[config.mk]
export PLATFORM = sky130hd
export DESIGN_NAME = router_sync_ctrl_flat
export DESIGN_NICKNAME = d
export VERILOG_FILES = /design/src/rtl/router_pkg.sv /design/src/rtl/router_sync_ctrl_if.sv /design/src/rtl/router_timeout_cnt.sv /design/src/rtl/router_sync_ctrl.sv /design/src/flat_wrapper.sv
export SDC_FILE = /design/constraint.sdc
export NUM_CORES = 1
export LEC_CHECK = 0
export CAP_MARGIN = 20
export CORE_MARGIN = 10
export CORE_UTILIZATION = 30
export CTS_CLUSTER_SIZE = 40
export DETAILED_ROUTE_END_ITERATION = 16
export MAX_ROUTING_LAYER = met4
export PLACE_DENSITY = 0.53
export SYNTH_ARGS = -nofsm -noshare
export SYNTH_HDL_FRONTEND = slang
export SYNTH_SLANG_ARGS = --single-unit
export TNS_END_PERCENT = 100
[constraint.sdc]
create_clock -name clk -period 1 [get_ports clk]
set_input_delay 0.2 -clock clk [delete_from_list [all_inputs] [get_ports clk]]
set_output_delay 0.2 -clock clk [all_outputs]
set_load 0.01 [all_outputs]
[src/rtl/router_pkg.sv]
// Shared constants and types for the 1x3 router port controller.
// No ports; imported by the interface, the top and the timeout counter's users.
package router_pkg;

   localparam int unsigned NUM_PORTS       = 3;
   localparam int unsigned ADDR_W          = 2;
   localparam int unsigned TIMEOUT_DEFAULT = 30;

   typedef logic [ADDR_W-1:0] addr_t;

   localparam addr_t ADDR_INVALID = 2'b11;
   localparam addr_t PORT0        = 2'b00;
   localparam addr_t PORT1        = 2'b01;
   localparam addr_t PORT2        = 2'b10;

   // One-hot write enable for a destination address; the invalid address maps to no port.
   function automatic logic [NUM_PORTS-1:0] port_onehot(input addr_t addr);
      logic [NUM_PORTS-1:0] oh;
      oh = '0;
      case (addr)
         PORT0:   oh = 3'b001;
         PORT1:   oh = 3'b010;
         PORT2:   oh = 3'b100;
         default: oh = '0;
      endcase
      return oh;
   endfunction

endpackage

[src/rtl/router_sync_ctrl_if.sv]
// Bundle of the FSM / FIFO / destination signals handled by router_sync_ctrl.
// master modport: drives detect_add, din, we_en_reg, rd_en, fifoe, fifof.
// slave modport (the controller): drives we_en, fifofull, vld_out, srst.
interface router_sync_ctrl_if;
   import router_pkg::*;

   logic                 detect_add;
   addr_t                din;
   logic                 we_en_reg;
   logic [NUM_PORTS-1:0] rd_en;
   logic [NUM_PORTS-1:0] fifoe;
   logic [NUM_PORTS-1:0] fifof;
   logic [NUM_PORTS-1:0] we_en;
   logic                 fifofull;
   logic [NUM_PORTS-1:0] vld_out;
   logic [NUM_PORTS-1:0] srst;

   modport master (
      output detect_add, din, we_en_reg, rd_en, fifoe, fifof,
      input  we_en, fifofull, vld_out, srst
   );

   modport slave (
      input  detect_add, din, we_en_reg, rd_en, fifoe, fifof,
      output we_en, fifofull, vld_out, srst
   );

endinterface

[src/rtl/router_timeout_cnt.sv]
// Read-timeout for one router output port: counts consecutive cycles where the port holds
// valid data that is not read, and emits a one-cycle registered soft reset after TIMEOUT
// such cycles.
// Ports: clk, rst (sync, active-low), vld (port has data), rd_en (destination reads),
//        srst (registered single-cycle soft-reset pulse).
// TIMEOUT legal range is 2..63.
module router_timeout_cnt #(
   parameter int unsigned TIMEOUT = 30
) (
   input  logic clk,
   input  logic rst,
   input  logic vld,
   input  logic rd_en,
   output logic srst
);

   localparam int unsigned CntW    = $clog2(TIMEOUT);
   localparam logic [CntW-1:0] CntLast = CntW'(TIMEOUT - 1);

   logic [CntW-1:0] cnt_q;
   logic            srst_q;

   always_ff @(posedge clk) begin
      if (!rst) begin
         cnt_q  <= '0;
         srst_q <= 1'b0;
      end else if (!vld || rd_en) begin
         cnt_q  <= '0;
         srst_q <= 1'b0;
      end else if (cnt_q == CntLast) begin
         // Restart from zero so a FIFO that stays full pulses again TIMEOUT cycles later.
         cnt_q  <= '0;
         srst_q <= 1'b1;
      end else begin
         cnt_q  <= cnt_q + 1'b1;
         srst_q <= 1'b0;
      end
   end

   assign srst = srst_q;

endmodule

[src/rtl/router_sync_ctrl.sv]
// Per-port controller between the router input FSM and the three output FIFOs.
// Latches the header destination address, steers the FSM write strobe to one FIFO,
// returns that FIFO's full flag, presents valid-out per port and runs per-port read
// timeouts that soft-reset unread FIFOs.
// Ports: clk, rst (sync, active-low), bus (router_sync_ctrl_if.slave).
module router_sync_ctrl
   import router_pkg::*;
#(
   parameter int unsigned TIMEOUT = TIMEOUT_DEFAULT
) (
   input logic                 clk,
   input logic                 rst,
   router_sync_ctrl_if.slave   bus
);

   addr_t                addr_q;
   logic [NUM_PORTS-1:0] vld;
   logic [NUM_PORTS-1:0] srst;
   logic                 fifofull;

   // Address register: reset to the invalid address so nothing is written before a header.
   always_ff @(posedge clk) begin
      if (!rst) begin
         addr_q <= ADDR_INVALID;
      end else if (bus.detect_add) begin
         addr_q <= bus.din;
      end
   end

   always_comb begin
      fifofull = 1'b0;
      case (addr_q)
         PORT0:   fifofull = bus.fifof[0];
         PORT1:   fifofull = bus.fifof[1];
         PORT2:   fifofull = bus.fifof[2];
         default: fifofull = 1'b0;
      endcase
   end

   assign bus.we_en    = bus.we_en_reg ? port_onehot(addr_q) : '0;
   assign bus.fifofull = fifofull;

   assign vld         = ~bus.fifoe;
   assign bus.vld_out = vld;
   assign bus.srst    = srst;

   for (genvar i = 0; i < NUM_PORTS; i++) begin : g_timeout
      router_timeout_cnt #(
         .TIMEOUT (TIMEOUT)
      ) u_timeout_cnt (
         .clk   (clk),
         .rst   (rst),
         .vld   (vld[i]),
         .rd_en (bus.rd_en[i]),
         .srst  (srst[i])
      );
   end

endmodule

[src/flat_wrapper.sv]
// flat-port wrapper written by rule: the top's interface ports become plain ports
module router_sync_ctrl_flat import router_pkg::*;
#(
   parameter int unsigned TIMEOUT = TIMEOUT_DEFAULT
)
  (clk, rst, bus_detect_add, bus_din, bus_we_en_reg, bus_rd_en, bus_fifoe, bus_fifof, bus_we_en, bus_fifofull, bus_vld_out, bus_srst);
  router_sync_ctrl_if bus_i ();
  input logic clk;
  input logic rst;
  input wire logic [$bits(bus_i.detect_add)-1:0] bus_detect_add;
  input wire logic [$bits(bus_i.din)-1:0] bus_din;
  input wire logic [$bits(bus_i.we_en_reg)-1:0] bus_we_en_reg;
  input wire logic [$bits(bus_i.rd_en)-1:0] bus_rd_en;
  input wire logic [$bits(bus_i.fifoe)-1:0] bus_fifoe;
  input wire logic [$bits(bus_i.fifof)-1:0] bus_fifof;
  output wire logic [$bits(bus_i.we_en)-1:0] bus_we_en;
  output wire logic [$bits(bus_i.fifofull)-1:0] bus_fifofull;
  output wire logic [$bits(bus_i.vld_out)-1:0] bus_vld_out;
  output wire logic [$bits(bus_i.srst)-1:0] bus_srst;
  assign bus_i.detect_add = bus_detect_add;
  assign bus_i.din = bus_din;
  assign bus_i.we_en_reg = bus_we_en_reg;
  assign bus_i.rd_en = bus_rd_en;
  assign bus_i.fifoe = bus_fifoe;
  assign bus_i.fifof = bus_fifof;
  assign bus_we_en = bus_i.we_en;
  assign bus_fifofull = bus_i.fifofull;
  assign bus_vld_out = bus_i.vld_out;
  assign bus_srst = bus_i.srst;
  router_sync_ctrl #(.TIMEOUT(TIMEOUT)) u_core (.clk(clk), .rst(rst), .bus(bus_i));
endmodule
==> results.sh <==
export IMPL_path_max_fanout=6
export IMPL_fin_crit_sh=1.28
export IMPL_finalSetupViolations=4
export IMPL_slowest_delay_ps=390
export IMPL_fin_setup_tns_ps=-841
export IMPL_cts_path_max_buffers=2
export IMPL_synth_seq_cells=20
export IMPL_finalWirelength_um=1730
export IMPL_overflow=0
export IMPL_h_tree_depth=1
export IMPL_stdcell_count=151
export IMPL_cap_violations=0
export IMPL_status="finished, violations left"
export IMPL_final_common_cell="nor2_1"
export IMPL_die_area_sq_mm=0.00548
export IMPL_num_vias=676
export IMPL_crit_chain="mux2i_1 > o21ai_1 > buf_2"
export IMPL_yosys_warnings=0
export IMPL_critical_path_top_delay_family="flip-flops"
export IMPL_grt_max_degree=13
export IMPL_start_kind="register"
export IMPL_syn_nets=112
export IMPL_slew_headroom=0.851
export IMPL_cts_sinks=20
export IMPL_drt_initial_drc_count=19
export IMPL_post_drt_wl_per_cell_um=11.5
export IMPL_placed_cell_area_sq_mm=0.00115
export IMPL_cts_tree="done"
export IMPL_reg2reg_depth=4
export IMPL_ios=25
export IMPL_clock_skew_ps=2.20
export IMPL_final_nets=142
export IMPL_min_period_ps=1280
export IMPL_fp_dieH_um=74.0
export IMPL_violations="setup timing"
export IMPL_required_ps=800
export IMPL_crit_type="reg2out"
export IMPL_finalInstanceArea_sq_mm=0.00127
export IMPL_globalplace_congestion=0.769
export IMPL_fmax_ghz=0.784
export IMPL_worstSetupStartpoint="u_core.addr_q[1]$_SDFFE_PN1P_"
export IMPL_synth_area_sq_um=875
export IMPL_clk_pin_slew_ps=110
export IMPL_row_count=19
export IMPL_initial_utilization=0.314
export IMPL_whs_ps=299
export IMPL_route_detailed_drc=0
export IMPL_hp_class="in2reg"
export IMPL_track_usage=0.0680
export IMPL_p_per_area_mw_per_mm2=1270
export IMPL_ys_seq_area_frac=0.458
export IMPL_antenna_diode_count=0
export IMPL_arrival_ps=1080
export IMPL_worst_path_stages=3
export IMPL_setup_worst_path_end="bus_fifofull"
export IMPL_rsz0062_at_grt="yes"
export IMPL_antenna_found_initial=0
export IMPL_area_delta_synth_final_pct=45.1
export IMPL_port_buffers=24
export IMPL_mostFrequentLayoutCells="13 x nor2_1, 12 x dfxtp_1, 10 x buf_2"
export IMPL_worst_slack_ps=-275
export IMPL_first_pass_iters=4
export IMPL_die_w_um=74.0
export IMPL_hold_violations=0
export IMPL_antenna_left=0
export IMPL_fp_coreArea_sq_mm=0.00278
export IMPL_leakage_uw=0.000510
export IMPL_cts_buffers=3
export IMPL_synth_cell_type_count=19
export IMPL_rrSetupSlack_ps=10
export IMPL_insertion_delay_ps=300
export IMPL_grt_pass1_wl_um=2930
export IMPL_hpwl_um=1350
export IMPL_critPathBufInv=1
export IMPL_synthCells=91
export IMPL_drive_above_1_share=0.408
export IMPL_post_place_cells=145
export IMPL_crit_path_end_kind="output pin"
export IMPL_hold_buffers=0
export IMPL_cts_root_buf="clkbuf_4"
export IMPL_report_final_slew_viol_count=0
export IMPL_syn_area_per_cell_sq_um=9.61
export IMPL_ir_drop_uv=885
export IMPL_place_ws_ps=-665
export IMPL_timing_rr_start="u_core.g_timeout[2].u_timeout_cnt.cnt_q[0]$_SDFF_PP0_"
export IMPL_tightest_slew_ps=223
export IMPL_r2r_end="u_core.g_timeout[2].u_timeout_cnt.cnt_q[4]$_SDFF_PP0_"
export IMPL_crit_slowest_cell="dfxtp_4"
export IMPL_viasPerCell=4.48
export IMPL_grt_pass1_vias=659
[cell families (layout without fill, tap and decap cells)]
logic type	count (synthesis)	in the layout	synth area share
adder cells (fa/ha/maj)	6	6	0.0858
AO/OA/AOI/OAI	1	1	0.00572
multiplexers	3	3	0.0343
flip-flops	20	20	0.458
buffers and inverters	12	41	0.0772
AND/OR/NAND/NOR	40	40	0.249
XOR/XNOR	9	9	0.0901
[cell usage after synthesis, drive strengths merged]
library cell / n / area [sq um]
and3b: 1 / 8.76
buf: 6 / 45.0
dfxtp: 20 / 400
ha: 6 / 75.1
inv: 6 / 22.5
mux2i: 3 / 30.0
nand2: 5 / 23.8
nand3: 7 / 35.0
nand3b: 1 / 7.51
nand4: 3 / 18.8
nor2: 17 / 63.8
nor2b: 2 / 12.5
nor3b: 3 / 32.5
nor4b: 1 / 15.0
o21ai: 1 / 5.00
xnor2: 3 / 26.3
xor2: 6 / 52.6
[sequential cells by signal, indices dropped and copies added, names as in the netlist]
name	flops
u_core.g_timeout.u_timeout_cnt.cnt_q	15
u_core.g_timeout.u_timeout_cnt.srst	3
u_core.addr_q	2
[routing by layer]
metal  routed length [um]  vias to the layer above  GRT usage
met5                    0                        -          -
met4                   13                        0     0.0124
met3                  152                        2     0.0359
met2                  885                       16      0.120
met1                  680                      314     0.0647
li1                     -                      344          -
[through the flow]
| step | utilization | power (uW) |
|---|---|---|
| 3_5_place_dp | 0.412 | 995 |
| 6_report | 0.456 | 1610 |
| 3_3_place_gp | 0.412 | 991 |
| 4_1_cts | 0.419 | 1640 |
| 5_1_grt | 0.456 | 1690 |
| 2_1_floorplan | - | 891 |
[worst reg2reg max path: stages (launching register included)]
cell and delay, ps:
dfxtp_4 380, ha_1 220, nand3_1 90, xor2_1 150, nor2_1 60
[how the worst min path moves through the flow]
| stage | slack [ps] | from | end | cells past startpoint |
|---|---|---|---|---|
| floorplan | 260 | rst | u_core.addr_q[0]$_SDFFE_PN1P_ | 1 |
| global placement | 450 | u_core.g_timeout[1].u_timeout_cnt.cnt_q[0]$_SDFF_PP0_ | u_core.g_timeout[1].u_timeout_cnt.cnt_q[0]$_SDFF_PP0_ | 1 |
| detailed placement | 460 | u_core.g_timeout[0].u_timeout_cnt.cnt_q[0]$_SDFF_PP0_ | u_core.g_timeout[0].u_timeout_cnt.cnt_q[0]$_SDFF_PP0_ | 1 |
| CTS | 290 | bus_fifoe[2] | u_core.g_timeout[2].u_timeout_cnt.srst$_SDFF_PP0_ | 3 |
| global route | 280 | bus_fifoe[2] | u_core.g_timeout[2].u_timeout_cnt.srst$_SDFF_PP0_ | 3 |
| finish | 300 | bus_fifoe[2] | u_core.g_timeout[2].u_timeout_cnt.srst$_SDFF_PP0_ | 3 |
[timing repair]
action | CTS | global route
setup buffers | 0 | 2
setup endpoints to repair | 24 | 20
resized for setup | 57 | 24
pin swaps | 4 | 11
cloned | 0 | 0
[cell type report]
cell class | instances | area (sq um)
Clock buffer | 3 | 22.5
Sequential cell | 20 | 423
Fill cell | 283 | 1510
Timing Repair Buffer | 31 | 236
Multi-Input combinational cell | 59 | 493
Clock inverter | 1 | 30.0
Inverter | 6 | 25.0
Tap cell | 31 | 38.8
[power breakdown]
part | internal (uW) | switching (uW) | leakage, uW
Sequential | 801 | 17.4 | 0.000166
Combinational | 89.6 | 55.8 | 0.000316
Clock | 405 | 243 | 0.0000279
No activity file was read; power rests on OpenSTA's default activity.
